$ cat config.mk
export PLATFORM = sky130hd
export DESIGN_NAME = adc_spi_reader_flat
export DESIGN_NICKNAME = d
export VERILOG_FILES = /design/src/rtl/adc_spi_reader_if.sv /design/src/rtl/adc_spi_reader.sv /design/src/flat_wrapper.sv
export SDC_FILE = /design/constraint.sdc
export NUM_CORES = 1
export LEC_CHECK = 0
export ABC_CLOCK_PERIOD_IN_PS = 1640
export CAP_MARGIN = 25
export CORE_ASPECT_RATIO = 0.8
export CORE_MARGIN = 2
export CORE_UTILIZATION = 40
export DETAILED_ROUTE_END_ITERATION = 16
export GPL_TIMING_DRIVEN = 0
export HOLD_SLACK_MARGIN = 0.15
export MAX_ROUTING_LAYER = met4
export PLACE_DENSITY_LB_ADDON = 0.12
export SLEW_MARGIN = 5
export SYNTH_ARGS = -nofsm -noshare
export SYNTH_HDL_FRONTEND = slang
export SYNTH_SLANG_ARGS = --single-unit
$ cat constraint.sdc
create_clock -name sys_clk -period 1.64 [get_ports sys_clk]
set_input_delay 0.164 -clock sys_clk [delete_from_list [all_inputs] [get_ports sys_clk]]
set_output_delay 0.164 -clock sys_clk [all_outputs]
set_load 0.01 [all_outputs]
$ cat src/rtl/adc_spi_reader_if.sv
// Request/result handshake plus ADC pin bundle for adc_spi_reader.
// master = reader side, slave = scheduler/board side.
interface adc_spi_reader_if #(
  parameter int DATA_BITS = 12
);
  logic                 adc_start;
  logic                 adc_busy;
  logic                 adc_done;
  logic [DATA_BITS-1:0] adc_data;
  logic                 adc_cs_n;
  logic                 adc_sclk;
  logic                 adc_sdo;

  modport master (
    input  adc_start, adc_sdo,
    output adc_busy, adc_done, adc_data, adc_cs_n, adc_sclk
  );

  modport slave (
    output adc_start, adc_sdo,
    input  adc_busy, adc_done, adc_data, adc_cs_n, adc_sclk
  );
endinterface

$ cat src/rtl/adc_spi_reader.sv
// SPI ADC frame reader (AD7476-class); ADC_AVG_EN averages 4 frames per request.
// Latency: adc_done (2+2*FRAME_BITS)*CLK_DIV cycles after cs_n falls (x4 with ADC_AVG_EN).
// No backpressure: start edges arriving while busy are dropped, never queued.
module adc_spi_reader #(
  parameter int CLK_DIV    = 4,
  parameter int FRAME_BITS = 16,
  parameter int DATA_BITS  = 12
) (
  input logic              sys_clk,
  input logic              rst_n,
  adc_spi_reader_if.master bus
);
  localparam int DIV_W = $clog2(2*CLK_DIV + 1);
  localparam int BIT_W = $clog2(FRAME_BITS + 1);
  localparam logic [DIV_W-1:0] HALF_END = DIV_W'(CLK_DIV - 1);
  localparam logic [DIV_W-1:0] FULL_END = DIV_W'(2*CLK_DIV - 1);
  localparam logic [BIT_W-1:0] LAST_BIT = BIT_W'(FRAME_BITS - 1);

  typedef enum logic [2:0] {IDLE, SETUP, SHIFT, HOLD, DONE} state_t;

  state_t               state, state_nxt;
  logic [DIV_W-1:0]     div, div_nxt;
  logic [BIT_W-1:0]     bit_cnt, bit_cnt_nxt;
  logic [DATA_BITS-1:0] shift, shift_nxt;
  logic [DATA_BITS-1:0] data, data_nxt;
  logic                 busy, busy_nxt;
  logic                 done, done_nxt;
  logic                 cs_n, cs_n_nxt;
  logic                 sclk, sclk_nxt;
  logic                 adc_start_d;
  logic                 start_evt;
`ifdef ADC_AVG_EN
  logic [DATA_BITS+1:0] acc, acc_nxt;
  logic [1:0]           frame, frame_nxt;
`endif

  assign start_evt = bus.adc_start & ~adc_start_d;

  always_ff @(posedge sys_clk or negedge rst_n) begin
    if (!rst_n) begin
      state       <= IDLE;
      div         <= '0;
      bit_cnt     <= '0;
      shift       <= '0;
      data        <= '0;
      busy        <= 1'b0;
      done        <= 1'b0;
      cs_n        <= 1'b1;
      sclk        <= 1'b1;
      adc_start_d <= 1'b0;
`ifdef ADC_AVG_EN
      acc         <= '0;
      frame       <= '0;
`endif
    end else begin
      state       <= state_nxt;
      div         <= div_nxt;
      bit_cnt     <= bit_cnt_nxt;
      shift       <= shift_nxt;
      data        <= data_nxt;
      busy        <= busy_nxt;
      done        <= done_nxt;
      cs_n        <= cs_n_nxt;
      sclk        <= sclk_nxt;
      adc_start_d <= bus.adc_start;
`ifdef ADC_AVG_EN
      acc         <= acc_nxt;
      frame       <= frame_nxt;
`endif
    end
  end

  always_comb begin
    state_nxt   = state;
    div_nxt     = div;
    bit_cnt_nxt = bit_cnt;
    shift_nxt   = shift;
    data_nxt    = data;
    busy_nxt    = busy;
    done_nxt    = 1'b0;
    cs_n_nxt    = cs_n;
    sclk_nxt    = sclk;
`ifdef ADC_AVG_EN
    acc_nxt     = acc;
    frame_nxt   = frame;
`endif
    case (state)
      IDLE: begin
        if (start_evt) begin
          state_nxt = SETUP;
          cs_n_nxt  = 1'b0;
          busy_nxt  = 1'b1;
          div_nxt   = '0;
`ifdef ADC_AVG_EN
          acc_nxt   = '0;
          frame_nxt = '0;
`endif
        end
      end
      SETUP: begin
        if (div == HALF_END) begin
          state_nxt   = SHIFT;
          div_nxt     = '0;
          bit_cnt_nxt = '0;
          sclk_nxt    = 1'b0;
        end else begin
          div_nxt = div + 1'b1;
        end
      end
      SHIFT: begin
        div_nxt = div + 1'b1;
        // Leading frame bits fall off the top, leaving the last DATA_BITS.
        if (div == HALF_END) begin
          sclk_nxt  = 1'b1;
          shift_nxt = {shift[DATA_BITS-2:0], bus.adc_sdo};
        end else if (div == FULL_END) begin
          div_nxt = '0;
          if (bit_cnt == LAST_BIT) begin
            state_nxt = HOLD;
            cs_n_nxt  = 1'b1;
`ifdef ADC_AVG_EN
            acc_nxt   = acc + {2'b00, shift};
`endif
          end else begin
            bit_cnt_nxt = bit_cnt + 1'b1;
            sclk_nxt    = 1'b0;
          end
        end
      end
      HOLD: begin
        if (div == HALF_END) begin
          div_nxt = '0;
`ifdef ADC_AVG_EN
          // HOLD doubles as the quiet time between the four frames.
          if (frame == 2'd3) begin
            state_nxt = DONE;
            done_nxt  = 1'b1;
            data_nxt  = acc[DATA_BITS+1:2];
          end else begin
            frame_nxt = frame + 1'b1;
            state_nxt = SETUP;
            cs_n_nxt  = 1'b0;
          end
`else
          state_nxt = DONE;
          done_nxt  = 1'b1;
          data_nxt  = shift;
`endif
        end else begin
          div_nxt = div + 1'b1;
        end
      end
      DONE: begin
        busy_nxt  = 1'b0;
        state_nxt = IDLE;
      end
      default: state_nxt = IDLE;
    endcase
  end

  assign bus.adc_busy = busy;
  assign bus.adc_done = done;
  assign bus.adc_data = data;
  assign bus.adc_cs_n = cs_n;
  assign bus.adc_sclk = sclk;
endmodule
$ cat src/flat_wrapper.sv
// flat-port wrapper written by rule: the top's interface ports become plain ports
module adc_spi_reader_flat 
#(
  parameter int CLK_DIV    = 4,
  parameter int FRAME_BITS = 16,
  parameter int DATA_BITS  = 12
)
  (sys_clk, rst_n, bus_adc_start, bus_adc_sdo, bus_adc_busy, bus_adc_done, bus_adc_data, bus_adc_cs_n, bus_adc_sclk);
  adc_spi_reader_if #(.DATA_BITS(DATA_BITS)) bus_i ();
  input logic sys_clk;
  input logic rst_n;
  input wire logic [$bits(bus_i.adc_start)-1:0] bus_adc_start;
  input wire logic [$bits(bus_i.adc_sdo)-1:0] bus_adc_sdo;
  output wire logic [$bits(bus_i.adc_busy)-1:0] bus_adc_busy;
  output wire logic [$bits(bus_i.adc_done)-1:0] bus_adc_done;
  output wire logic [$bits(bus_i.adc_data)-1:0] bus_adc_data;
  output wire logic [$bits(bus_i.adc_cs_n)-1:0] bus_adc_cs_n;
  output wire logic [$bits(bus_i.adc_sclk)-1:0] bus_adc_sclk;
  assign bus_i.adc_start = bus_adc_start;
  assign bus_i.adc_sdo = bus_adc_sdo;
  assign bus_adc_busy = bus_i.adc_busy;
  assign bus_adc_done = bus_i.adc_done;
  assign bus_adc_data = bus_i.adc_data;
  assign bus_adc_cs_n = bus_i.adc_cs_n;
  assign bus_adc_sclk = bus_i.adc_sclk;
  adc_spi_reader #(.CLK_DIV(CLK_DIV), .FRAME_BITS(FRAME_BITS), .DATA_BITS(DATA_BITS)) u_core (.sys_clk(sys_clk), .rst_n(rst_n), .bus(bus_i));
endmodule
==> impl_metrics.tcl <==
set metrics [dict create \
    firstDrtPassIters 4 \
    h-tree-depth 2 \
    grt_pass1_vias 1200 \
    relSlewSlack_pct 66.1 \
    clockRootBuffer "clkbuf_8" \
    diodes 0 \
    finalHoldViolations 0 \
    timing.fmax_mhz 580 \
    setup_slack_ns -0.0845 \
    startpoint_type "flip-flop" \
    place.gp.congestion 0.838 \
    ir_drop_mv 0.601 \
    nets 186 \
    finalClockSkew_ns 0.0118 \
    hpwl_um 2250 \
    p_leak_nw 1.09 \
    period_minus_slack_ns 1.72 \
    cts_buffer_depth 2 \
    final_antenna_net_count 0 \
    timing.rr.start "u_core.bit_cnt[0]$_DFFE_PN0P_" \
    critPathRequiredTime_ns 1.82 \
    dr_total_vias 1214 \
    synth_warnings 0 \
    grt_setup_unrepaired "true" \
    power.density_nw_per_um2 702 \
    report.final.setup_viol 13 \
    path_class "flip-flop to flip-flop" \
    crit_family "simple AND/OR/NAND/NOR gates" \
    status "complete, but fails checks" \
    syn_area_sq_um 1810 \
    grt_remaining_overflow 0 \
    hold_path.class "primary input to async pin" \
    syn_to_final_growth_pct 34.2 \
    holdWs_ns 0.386 \
    final_area_sq_um 2430 \
    syn_inst 136 \
    die_w_um 79.3 \
    maxCapViolCount 0 \
    drc_errors 0 \
    finalCritPeriodShare_pct 105 \
    start_util_pct 42.4 \
    async_flop_share_pct 100 \
    worstReg2RegEnd "u_core.bit_cnt[2]$_DFFE_PN0P_" \
    synth.avg_cell_area_sq_um 13.3 \
    clock_latency_ns 0.29 \
    rows 21 \
    r2r_cells 7 \
    grt_max_degree 23 \
    ys_seq_area_share_pct 56.7 \
    syn-num-nets 143 \
    drt_iter0_markers 52 \
    end_kind "flip-flop" \
    crit_arrival_ns 1.90 \
    routedWlPerCell_um 14.8 \
    numCtsBuffers 5 \
    pin_count 20 \
    synth_flop_cell "dfrtp_1" \
    fillers 363 \
    r2r_slack_ns -0.08 \
    synth_edf_count 0 \
    cp_slowest_cell "dfrtp_1" \
    die_h_um 64.2 \
    synth-seq-cells 41 \
    drv_slew 0 \
    crit_path_max_fanout 3 \
    crit_chain "ha_2, and3_4, ha_4, nor4bb_4, nand3_1, xor2_1, nor2_1" \
    drive_above_1_share_pct 38.9 \
    vias_per_cell 5.12 \
    grt_use_total_pct 15.4 \
    tritoncts "done" \
    violations "negative setup slack" \
    core-area_sq_um 4280 \
    clock-sinks 41 \
    placed_cell_area_sq_um 2150 \
    ys_types 34 \
    drt-total-wl_um 3500 \
    cts.clk_slew.worst_paths_ns 0.08 \
    worstMarginPinSlew_ns 0.508 \
    crit_path_max_incr_delay_ns 0.39 \
    portBuffers 19 \
    die_area_sq_um 5090 \
    antenna_found_initial 0 \
    grt_pass1_wl_um 5980 \
    cp_num_buf_inv 0 \
]
what timing repair did:
item                                    CTS  global route
pin swaps                                 9             4
endpoints found under the setup margin   17            32
buffers inserted                         10             4
endpoints found under the hold margin    18             0
gates cloned                              1             1
hold buffers                              1             0
gates resized for setup                  13             8
metal layers:
| layer | up-vias | GRT usage (%) | wire length, um |
|---|---|---|---|
| met5 | - | - | 0 |
| met4 | 0 | 4.53 | 22 |
| met3 | 2 | 4.10 | 120 |
| met2 | 30 | 21.6 | 1550 |
| met1 | 611 | 22.1 | 1810 |
| li1 | 571 | - | - |
how the worst max path moves through the flow:
stage	startpoint	endpoint	slack (ns)	cells after the start
after floorplan	u_core.div[0]$_DFFE_PN0P_	u_core.bus.adc_data[3]$_DFFE_PN0P_	-0.0005	6
after global placement	rst_n	u_core.shift[1]$_DFFE_PN0P_	-0.59	1
after detailed placement	u_core.div[0]$_DFFE_PN0P_	u_core.bus.adc_data[4]$_DFFE_PN0P_	-0.14	6
after CTS	u_core.bit_cnt[0]$_DFFE_PN0P_	u_core.bit_cnt[3]$_DFFE_PN0P_	-0.07	7
after global routing	u_core.bit_cnt[0]$_DFFE_PN0P_	u_core.bit_cnt[3]$_DFFE_PN0P_	-0.17	7
final	u_core.bit_cnt[0]$_DFFE_PN0P_	u_core.bit_cnt[2]$_DFFE_PN0P_	-0.08	7
stage by stage:
step	power, mW	setup WS [ns]	util [%]	instances	TNS (ns)
final	1.71	-0.0845	56.9	237	-0.256
after global routing	1.79	-0.174	56.9	237	-1.70
after CTS	1.73	-0.0748	55.7	233	-0.151
after detailed placement	1.09	-0.139	50.1	213	-1.34
after global placement	1.09	-0.595	49.6	212	-24.65
after floorplan	1.05	-0.000549	-	136	-0.00275
state kept, by name, indices dropped and copies added, names as in the netlist:
register	flops
u_core.adc_start_d	1
u_core.bit_cnt	5
u_core.bus.adc_busy	1
u_core.bus.adc_cs_n	1
u_core.bus.adc_data	12
u_core.bus.adc_done	1
u_core.bus.adc_sclk	1
u_core.div	4
u_core.shift	12
u_core.state	3
layout make-up:
class,count,area (sq um),area share (%)
inverter,1,3.75,0.154
clock buffer,5,68.8,2.83
clock inverter,3,17.5,0.719
multi-input combinational,87,818,33.6
timing repair buffer,37,370,15.2
sequential,41,1030,42.3
buffer,6,55.1,2.26
tap,57,71.3,2.93
layout by cell type, fill, tap and decap left out, types with 2 or more instances in the layout:
cell type,Yosys,layout
nand3_1,5,5
buf_6,2,4
buf_16,0,2
xor2_1,4,4
ha_4,0,2
clkinv_2,0,2
buf_4,0,13
nor2_1,9,9
dfrtp_1,39,38
o31ai_1,3,3
a22o_1,3,3
nor2b_1,2,2
buf_2,2,2
and3b_1,2,2
dfstp_2,2,2
clkbuf_1,2,2
and3_1,3,2
mux2_4,4,12
clkdlybuf4s50_1,0,18
nand3b_1,2,2
nand2b_1,2,2
a21oi_1,3,3
nand2_1,8,7
mux2_2,21,13
clkbuf_8,0,5
synth_stat cells, types with 2 or more instances:
| master | instances | area (sq um) |
|---|---|---|
| nand3b_1 | 2 | 15.0 |
| ha_1 | 3 | 37.5 |
| o31ai_1 | 3 | 22.5 |
| dfrtp_1 | 39 | 976 |
| and3_1 | 3 | 18.8 |
| nor3b_1 | 2 | 15.0 |
| nand3_1 | 5 | 25.0 |
| mux2_4 | 4 | 60.1 |
| nand2_1 | 8 | 30.0 |
| buf_2 | 2 | 10.0 |
| nor2b_1 | 2 | 12.5 |
| nand2b_1 | 2 | 12.5 |
| nor2_1 | 9 | 33.8 |
| buf_6 | 2 | 22.5 |
| a22o_1 | 3 | 26.3 |
| dfstp_2 | 2 | 52.6 |
| a21oi_1 | 3 | 15.0 |
| and3b_1 | 2 | 17.5 |
| xor2_1 | 4 | 35.0 |
| clkbuf_1 | 2 | 7.51 |
| mux2_2 | 21 | 236 |
cells by family after synthesis:
family | synth area share (%)
buf+inv | 3.52
fa+ha+maj | 2.07
mux | 16.3
flops | 56.7
simple gates | 13.7
xor+xnor | 1.93
compound gates | 5.72
power breakdown:
group	leakage, nW	switching [mW]	internal [mW]	total (mW)
registers	0.525	0.00693	1.02	1.03
clock network	0.0439	0.341	0.294	0.635
logic	0.522	0.0252	0.0225	0.0477
total	1.09	0.373	1.34	1.71
No activity file was read; power rests on OpenSTA's default activity.
